$ cat src/rtl/microbot_cmd_rx.sv
// Serial command receiver: start, DATA_BITS LSB-first, optional even parity, stop.
// Define MICROBOT_RX_PARITY_EN to add the parity bit, the PARITY state and parity_err.
module microbot_cmd_rx #(
  parameter int CLK_DIV   = 16,
  parameter int DATA_BITS = 8
) (
  input  logic                 clk,
  input  logic                 rst_n,
  input  logic                 ena,
  input  logic                 rx_in,
  output logic [DATA_BITS-1:0] cmd_data,
  output logic                 cmd_valid,
  input  logic                 cmd_ready,
  output logic                 frame_err,
  output logic                 parity_err,
  output logic                 overrun,
  output logic                 busy,
  input  logic                 err_clr
);

  localparam int DIV_W = $clog2(CLK_DIV);
  localparam int CNT_W = $clog2(DATA_BITS + 1);
  localparam logic [DIV_W-1:0] HALF_M1  = DIV_W'(CLK_DIV / 2 - 1);
  localparam logic [DIV_W-1:0] FULL_M1  = DIV_W'(CLK_DIV - 1);
  localparam logic [CNT_W-1:0] LAST_BIT = CNT_W'(DATA_BITS - 1);

  typedef enum logic [2:0] {
    S_IDLE,
    S_START,
    S_DATA,
`ifdef MICROBOT_RX_PARITY_EN
    S_PARITY,
`endif
    S_STOP
  } state_t;

  state_t               state;
  logic                 rx_s1;
  logic                 rxs;
  logic [DIV_W-1:0]     div;
  logic [CNT_W-1:0]     bit_cnt;
  logic [DATA_BITS-1:0] shreg;
  logic                 wait_high;
`ifdef MICROBOT_RX_PARITY_EN
  logic                 par_bad;
`endif

  logic sample;
  assign sample = (div == FULL_M1);

  // Two-flop synchronizer; resets to the idle-high line level.
  always_ff @(posedge clk or negedge rst_n) begin
    if (!rst_n) begin
      rx_s1 <= 1'b1;
      rxs   <= 1'b1;
    end else begin
      rx_s1 <= rx_in;
      rxs   <= rx_s1;
    end
  end

  always_ff @(posedge clk or negedge rst_n) begin
    if (!rst_n) begin
      state      <= S_IDLE;
      div        <= '0;
      bit_cnt    <= '0;
      // NOTE: the shift register is reset too, so cmd_data never loads X after a short frame.
      shreg      <= '0;
      wait_high  <= 1'b0;
      cmd_data   <= '0;
      cmd_valid  <= 1'b0;
      frame_err  <= 1'b0;
      parity_err <= 1'b0;
      overrun    <= 1'b0;
      busy       <= 1'b0;
`ifdef MICROBOT_RX_PARITY_EN
      par_bad    <= 1'b0;
`endif
    end else begin
      // NOTE: non-blocking updates let later statements override earlier ones in this
      // block, so a flag set wins over err_clr and a load wins over the accept clear.
      if (err_clr) begin
        frame_err  <= 1'b0;
        parity_err <= 1'b0;
        overrun    <= 1'b0;
      end
      if (cmd_valid && cmd_ready) cmd_valid <= 1'b0;

      if (!ena) begin
        state <= S_IDLE;
        busy  <= 1'b0;
      end else begin
        case (state)
          S_IDLE: begin
            if (wait_high) begin
              if (rxs) wait_high <= 1'b0;
            end else if (!rxs) begin
              state   <= S_START;
              busy    <= 1'b1;
              div     <= '0;
              bit_cnt <= '0;
            end
          end
          S_START: begin
            if (div == HALF_M1) begin
              div <= '0;
              if (rxs) begin
                state <= S_IDLE;
                busy  <= 1'b0;
              end else begin
                state <= S_DATA;
              end
            end else begin
              div <= div + 1'b1;
            end
          end
          S_DATA: begin
            if (sample) begin
              div     <= '0;
              shreg   <= {rxs, shreg[DATA_BITS-1:1]};
              bit_cnt <= bit_cnt + 1'b1;
`ifdef MICROBOT_RX_PARITY_EN
              if (bit_cnt == LAST_BIT) state <= S_PARITY;
`else
              if (bit_cnt == LAST_BIT) state <= S_STOP;
`endif
            end else begin
              div <= div + 1'b1;
            end
          end
`ifdef MICROBOT_RX_PARITY_EN
          S_PARITY: begin
            if (sample) begin
              div     <= '0;
              par_bad <= rxs ^ (^shreg);
              state   <= S_STOP;
            end else begin
              div <= div + 1'b1;
            end
          end
`endif
          S_STOP: begin
            if (sample) begin
              div   <= '0;
              state <= S_IDLE;
              busy  <= 1'b0;
              if (!rxs) begin
                // A low stop bit may be a break; ignore the line until it returns high.
                frame_err <= 1'b1;
                wait_high <= 1'b1;
              end else begin
`ifdef MICROBOT_RX_PARITY_EN
                if (par_bad) parity_err <= 1'b1;
                else
`endif
                if (cmd_valid && !cmd_ready) begin
                  overrun <= 1'b1;
                end else begin
                  cmd_data  <= shreg;
                  cmd_valid <= 1'b1;
                end
              end
            end else begin
              div <= div + 1'b1;
            end
          end
          default: begin
            state <= S_IDLE;
            busy  <= 1'b0;
          end
        endcase
      end
    end
  end

endmodule

$ cat config.mk
export PLATFORM = sky130hd
export DESIGN_NAME = microbot_cmd_rx
export DESIGN_NICKNAME = d
export VERILOG_FILES = /design/src/rtl/microbot_cmd_rx.sv
export SDC_FILE = /design/constraint.sdc
export NUM_CORES = 1
export LEC_CHECK = 0
export BUFFER_PORTS_ARGS = -buffer_cell sky130_fd_sc_hd__buf_2
export CAP_MARGIN = 5
export CORE_UTILIZATION = 54
export CTS_BUF_LIST = sky130_fd_sc_hd__clkbuf_4
export CTS_CLUSTER_SIZE = 12
export DETAILED_ROUTE_END_ITERATION = 8
export GPL_TIMING_DRIVEN = 0
export HOLD_SLACK_MARGIN = 0.02
export PLACE_DENSITY_LB_ADDON = 0.1
export SLEW_MARGIN = 20
export SYNTH_ARGS = -nofsm -noshare
export SYNTH_HDL_FRONTEND = slang
export SYNTH_SLANG_ARGS = --single-unit
$ cat constraint.sdc
create_clock -name clk -period 2.4 [get_ports clk]
set_clock_uncertainty 0.2 [all_clocks]
set_input_delay 0.12 -clock clk [delete_from_list [all_inputs] [get_ports clk]]
set_output_delay 0.12 -clock clk [all_outputs]
set_load 0.01 [all_outputs]
==> results of run 1 <==
==> worst paths after layout <==
check | startpoint | to | slack (ps)
max in group asynchronous | rst_n | state[1]$_DFFE_PN0P_ | 1390
setup / recovery | div[0]$_DFFE_PN0P_ | shreg[0]$_DFFE_PN0P_ | 310
min in group asynchronous | rst_n | cmd_data[7]$_DFFE_PN0P_ | 160
hold / removal | ena | div[1]$_DFFE_PN0P_ | 80
setup reg to reg | div[0]$_DFFE_PN0P_ | shreg[0]$_DFFE_PN0P_ | 310
hold reg to reg | rx_s1$_DFF_PN1_ | rxs$_DFF_PN1_ | 160
==> flip-flops by register name (all words and copies together) (netlist names) <==
signal,flops
shreg,8
cmd_valid,1
rx_s1,1
state,2
overrun,1
frame_err,1
bit_cnt,4
div,4
busy,1
cmd_data,8
wait_high,1
rxs,1
==> routing by layer <==
layer | global-route usage | wire (um) | up-vias | share of wire
met5 | 0 | 0 | - | 0
met4 | 0.108 | 45 | 0 | 0.018
met3 | 0.0574 | 91 | 5 | 0.037
met2 | 0.325 | 1140 | 22 | 0.46
met1 | 0.243 | 1190 | 481 | 0.48
li1 | - | - | 519 | -
==> per-stage QoR <==
| stage | power (uW) | instances |
|---|---|---|
| final | 1060 | 190 |
| after global routing | 1120 | 190 |
| after CTS | 1070 | 190 |
| after detailed placement | 762 | 177 |
| after global placement | 758 | 177 |
| after floorplan | 720 | 130 |
==> synth_stat cells, types with 2 or more instances <==
cell / number
xnor2_1: 2
buf_2: 3
dfrtp_1: 31
a21oi_1: 4
a32o_1: 2
nand2_1: 10
nand3_1: 5
nor2_1: 6
ha_1: 2
and3_1: 2
o22ai_1: 2
nand2b_1: 3
mux2_2: 16
buf_6: 2
nor2b_1: 2
inv_1: 4
o211ai_1: 2
a22o_1: 2
dfstp_2: 2
buf_4: 2
a21o_1: 2
nor3_1: 5
a211oi_1: 2
o21ai_0: 2
==> layout make-up <==
cell class	instances	share of cell area
tap	30	0.0216
timing repair buffer	22	0.0776
clock buffer	5	0.0216
buffer	8	0.0331
inverter	4	0.00863
clock inverter	3	0.0101
sequential	33	0.476
multi-input combinational	85	0.352
==> cells by family (layout without fill, tap and decap cells) <==
family | after synthesis | after routing | share of synthesized area
muxes | 17 | 17 | 0.126
adders and majority gates | 2 | 2 | 0.0165
and+or+nand+nor | 42 | 42 | 0.152
other | 1 | 1 | 0.00248
AOI/OAI and AO/OA | 21 | 21 | 0.0959
DFF | 33 | 33 | 0.548
xor gates and xnor gates | 2 | 2 | 0.0116
buffers and inverters | 12 | 42 | 0.0480
==> report_power, final <==
part / total [uW] / switching [uW] / internal (uW)
Clock: 302 / 191 / 110
Combinational: 157 / 90.2 / 66.6
Sequential: 600 / 14.9 / 585
Total: 1060 / 297 / 762
==> critical path, stage by stage (launching register included) <==
cell     delay (ps)
dfrtp_1         400
ha_1            280
nand3_1         180
nor3_1          310
buf_4           240
mux2_2          350
==> repair_timing <==
| item | 4_1_cts | 5_1_grt |
|---|---|---|
| hold buffers | 5 | 0 |
| endpoints found under the hold margin | 35 | 0 |
| endpoints found under the setup margin | 0 | 0 |
| setup buffers | 0 | 0 |
==> summary.md, run 1 <==
| Metric | Value |
|---|---|
| Status | `completed` |
| Most frequent cells in the layout | `dfrtp_1, buf_2, mux2_2, nand2_1, nor2_1` |
| N_diodes | `0` |
| TNS Setup | `0 ps` |
| Critical path class | `reg -> reg` |
| Root Buffer | `clkbuf_4` |
| Max rail drop VDD | `0.452 mV` |
| Netlist cell types | `39` |
| CTS H-tree depth | `2` |
| RSZ-0062 raised after global routing | `false` |
| Slew at the pin closest to its max-slew limit | `697 ps` |
| Final count of negative-setup-slack endpoints | `0` |
| Hold slack final | `76.2 ps` |
| Num rows | `18` |
| Most common cell after layout, fill and taps aside | `dfrtp_1` |
| Fin util | `0.678` |
| Post_cts resized | `0` |
| Sequential area share after synthesis | `0.548` |
| Die height | `54.9 um` |
| Cells taking the most area after synthesis | `dfrtp_1, mux2_2, dfstp_2` |
| Worst EP arrival | `2110 ps` |
| Initial antenna violation count | `0` |
| Die width | `54.9 um` |
| Initial core utilization | `0.589` |
| Sink Count | `33` |
| Post-synth EDFFs | `0` |
| Nets | `167` |
| Synth Cell Area | `1510 sq um` |
| Final Hold Viols | `0` |
| Routed length per instance | `13.0 um` |
| Layout area overhead | `15.1%` |
| All-Layer GR Usage | `0.202` |
| Fill count | `206` |
| DP Area | `1640 sq um` |
| Max-Cap Viols | `0` |
| Syn_area_per_cell | `11.6 sq um` |
| Worst setup EP type | `flip-flop` |
| Leak | `0.000908 uW` |
| Cell Pwr Density | `608 nW/um^2` |
| Dpl ws | `330 ps` |
| Fin crit period | `2090 ps` |
| Most used flip-flop cell after synthesis | `dfrtp_1` |
| Vias in the first global route | `994` |
| Footprint of the multi-input gates | `612 sq um` |
| Core Area | `2570 sq um` |
| Layout cell share with drive strength beyond 1 | `0.350` |
| Pre-antenna DRT Iters | `4` |
| Setup crit start kind | `flip-flop` |
| Crit-path max FO | `10` |
| Post-DRT Antenna Nets | `0` |
| Syn Nets | `138` |
| Fin worst setup slack | `311 ps` |
| Syn Inst Count | `130` |
| CTS tree | `done` |
| Cell taking the most area after synthesis | `dfrtp_1` |
| Clock Tree Buf Depth | `2` |
| Hold depth | `3` |
| CTS clock-pin slew for the worst setup and hold paths | `110 ps` |
| R2r worst-path depth | `5` |
| Syn. warnings | `0` |
| TritonCTS buffer count | `5` |
| Drc violations | `0` |
| Clk_lat worst skew | `340 ps` |
| DRT iter0 DRCs | `13` |
| Max-slew violations | `0` |
| Storage cell area | `828 sq um` |
| Synth top area share | `0.513` |
| Finished Cell Area | `1740 sq um` |
| IO buf count | `17` |
| Worst Hold Class | `in -> reg` |
| Grt total ovfl | `0` |
| Seq cells post-synth | `33` |
| Tcrit/Tclk final | `0.870` |
| Synth async-reset ratio | `1.00` |
| Pin count of the biggest net entering global routing | `34` |
| GPL Wtd Cong | `0.841` |
| First-pass GRT wire length | `4130 um` |
| Die footprint | `3020 sq um` |
| Top Ports | `19` |
| Routed Wire Length | `2470 um` |
| Vias | `1027` |
| Max-slew headroom | `0.535` |
| Dpl hpwl | `1720 um` |
| Worst path required time | `2420 ps` |
| Fmax | `479 MHz` |
| Mean number of vias per cell | `5.41` |
Note: power is estimated with default switching activity, not from simulation.
==> run 2: changes to the inputs <==
Settings changed: CORE_UTILIZATION 54 to 55.
==> run 2 against run 1 <==
  * Die area fell by 1.7%
  * Setup slack got worse by 81 ps
  * Global-route usage rose by 2.2 points
==> summary.md, run 2 (synthesis results as in run 1) <==
| Metric | Value |
|---|---|
| Status | `completed` |
| Placed insts | `177 (unchanged)` |
| Worst EP arrival | `2190 ps (+80 ps)` |
| Post_cts resized | `0 (unchanged)` |
| CTS tree | `done` |
| Slew at the pin closest to its max-slew limit | `712 ps (+14.4 ps)` |
| Initial antenna violation count | `0 (unchanged)` |
| Final cell count without fillers | `190 (unchanged)` |
| Pin count of the biggest net entering global routing | `34 (unchanged)` |
| Tcrit/Tclk final | `0.904 (+0.0338)` |
| DRT iter0 DRCs | `21 (+8)` |
| Vias | `1054 (+2.6%)` |
| Cell Pwr Density | `663 nW/um^2 (+9.1%)` |
| Slowest stage delay, CP | `400 ps (about the same)` |
| Worst Hold Class | `in -> reg` |
| Max-slew headroom | `0.526 (-0.00957)` |
| Dpl ws | `250 ps (-79.9 ps)` |
| CP Cell Sequence | `ha_1 > nand3_1 > nor3_1 > buf_4 > mux2_2` |
| Clock Tree Buf Depth | `2 (unchanged)` |
| Fin crit period | `2170 ps (+81.2 ps)` |
| Most frequent cells in the layout | `dfrtp_1, buf_2, mux2_2, nand2_1` |
| All-Layer GR Usage | `0.224 (+0.0221)` |
| GPL Wtd Cong | `0.882 (+4.9%)` |
| CTS clock-pin slew for the worst setup and hold paths | `100 ps (about the same)` |
| CTS H-tree depth | `2 (unchanged)` |
| Die height | `54.4 um (-0.87%)` |
| Largest regs | `cmd_data (8), shreg (8)` |
| Max-Cap Viols | `0 (unchanged)` |
| Worst setup EP type | `flip-flop` |
| Dpl hpwl | `1840 um (+6.4%)` |
| TNS Setup | `0 ps (unchanged)` |
| Finished Cell Area | `1760 sq um (+1.4%)` |
| Fin worst setup slack | `230 ps (-81.2 ps)` |
| Hold slack final | `68.9 ps (-7.33 ps)` |
| Critical path class | `reg -> reg` |
| Max rail drop VDD | `0.568 mV (+26%)` |
| Layout cell share with drive strength beyond 1 | `0.344 (-0.00625)` |
| TritonCTS buffer count | `5 (unchanged)` |
| Grt total ovfl | `0 (unchanged)` |
| Num rows | `18 (unchanged)` |
| Layout area overhead | `16.6%` |
| Root Buffer | `clkbuf_4` |
| Mean number of vias per cell | `5.55 (+2.6%)` |
| Top Ports | `19 (unchanged)` |
| Initial core utilization | `0.594 (+0.00521)` |
| IO buf count | `17 (unchanged)` |
| Worst path required time | `2420 ps (about the same)` |
| Most common cell after layout, fill and taps aside | `dfrtp_1` |
| DP Area | `1640 sq um (unchanged)` |
| Post-DRT Antenna Nets | `0 (unchanged)` |
| Drc violations | `0 (unchanged)` |
| Clk_lat worst skew | `340 ps (about the same)` |
| Die width | `54.4 um (-0.87%)` |
| Fmax | `461 MHz (-3.7%)` |
| Routed length per instance | `13.9 um (+7.1%)` |
| Nets | `167 (unchanged)` |
| Vias in the first global route | `971 (-2.3%)` |
| Sink Count | `33 (unchanged)` |
| Routed Wire Length | `2640 um (+7.1%)` |
| Max-slew violations | `0 (unchanged)` |
| Crit-path max FO | `10 (unchanged)` |
| RSZ-0062 raised after global routing | `false` |
| Min-delay src | `ena` |
| N_diodes | `0 (unchanged)` |
| First-pass GRT wire length | `4360 um (+5.5%)` |
| Die footprint | `2960 sq um (-1.7%)` |
| Setup crit start kind | `flip-flop` |
| Pre-antenna DRT Iters | `4 (unchanged)` |
| Leak | `0.000920 uW (+1.4%)` |
| Critical path origin | `div[0]$_DFFE_PN0P_` |
| Reg2reg start | `div[0]$_DFFE_PN0P_` |
| CP max stage cell | `dfrtp_1` |
| Final Hold Viols | `0 (unchanged)` |
| Final count of negative-setup-slack endpoints | `0 (unchanged)` |
| Core Area | `2540 sq um (-0.88%)` |
==> run 2: layout make-up <==
type,count,area (sq um)
Sequential cell,33,828
Fill cell,203,781
Multi-Input combinational cell,85,612
Timing Repair Buffer,22,135
Buffer,8,57.6
Clock buffer,6,45.0
Tap cell,30,37.5
Clock inverter,2,33.8
Inverter,4,15.0
==> run 2: path summary, 6_finish.rpt <==
check                                       end  slack, ps  depth (start not counted)
min in group asynchronous  state[1]$_DFFE_PN0P_        160                          2
max in group asynchronous  shreg[7]$_DFFE_PN0P_       1370                          2
max                        shreg[7]$_DFFE_PN0P_        230                          5
min                        state[0]$_DFFE_PN0P_         70                          4
min reg2reg                       rxs$_DFF_PN1_        160                          0
max reg2reg                shreg[7]$_DFFE_PN0P_        230                          5
==> run 2: what timing repair did <==
action / 4_1_cts / 5_1_grt
buffers inserted: 0 / 0
hold buffers: 5 / 0
endpoints found under the hold margin: 35 / 0
==> run 2: stage by stage <==
stage	utilization	total power (uW)
detailed placement	0.643	765
global route	0.693	1230
finish	0.693	1170
CTS	0.693	1180
global placement	0.643	758
floorplan	-	720
==> run 2: layer usage <==
metal  part of all wire  global-route usage  up-vias
met5                  0                   0        -
met4              0.020               0.103        0
met3              0.053              0.0833        5
met2               0.46               0.333       29
met1               0.47               0.288      503
li1                   -                   -      517
==> run 2: worst max-delay path: cells and delay by family (launching register included) <==
family	cells	cell delay (ps)
adder cells (fa/ha/maj)	1	290
buffers and inverters	1	250
flip-flops	1	400
multiplexers	1	350
AND/OR/NAND/NOR	2	560
==> run 2: power breakdown <==
part           internal [uW]  switching [uW]  leakage, uW
registers                585            15.7     0.000450
logic                   66.6            91.7     0.000427
clock network            228             183    0.0000433
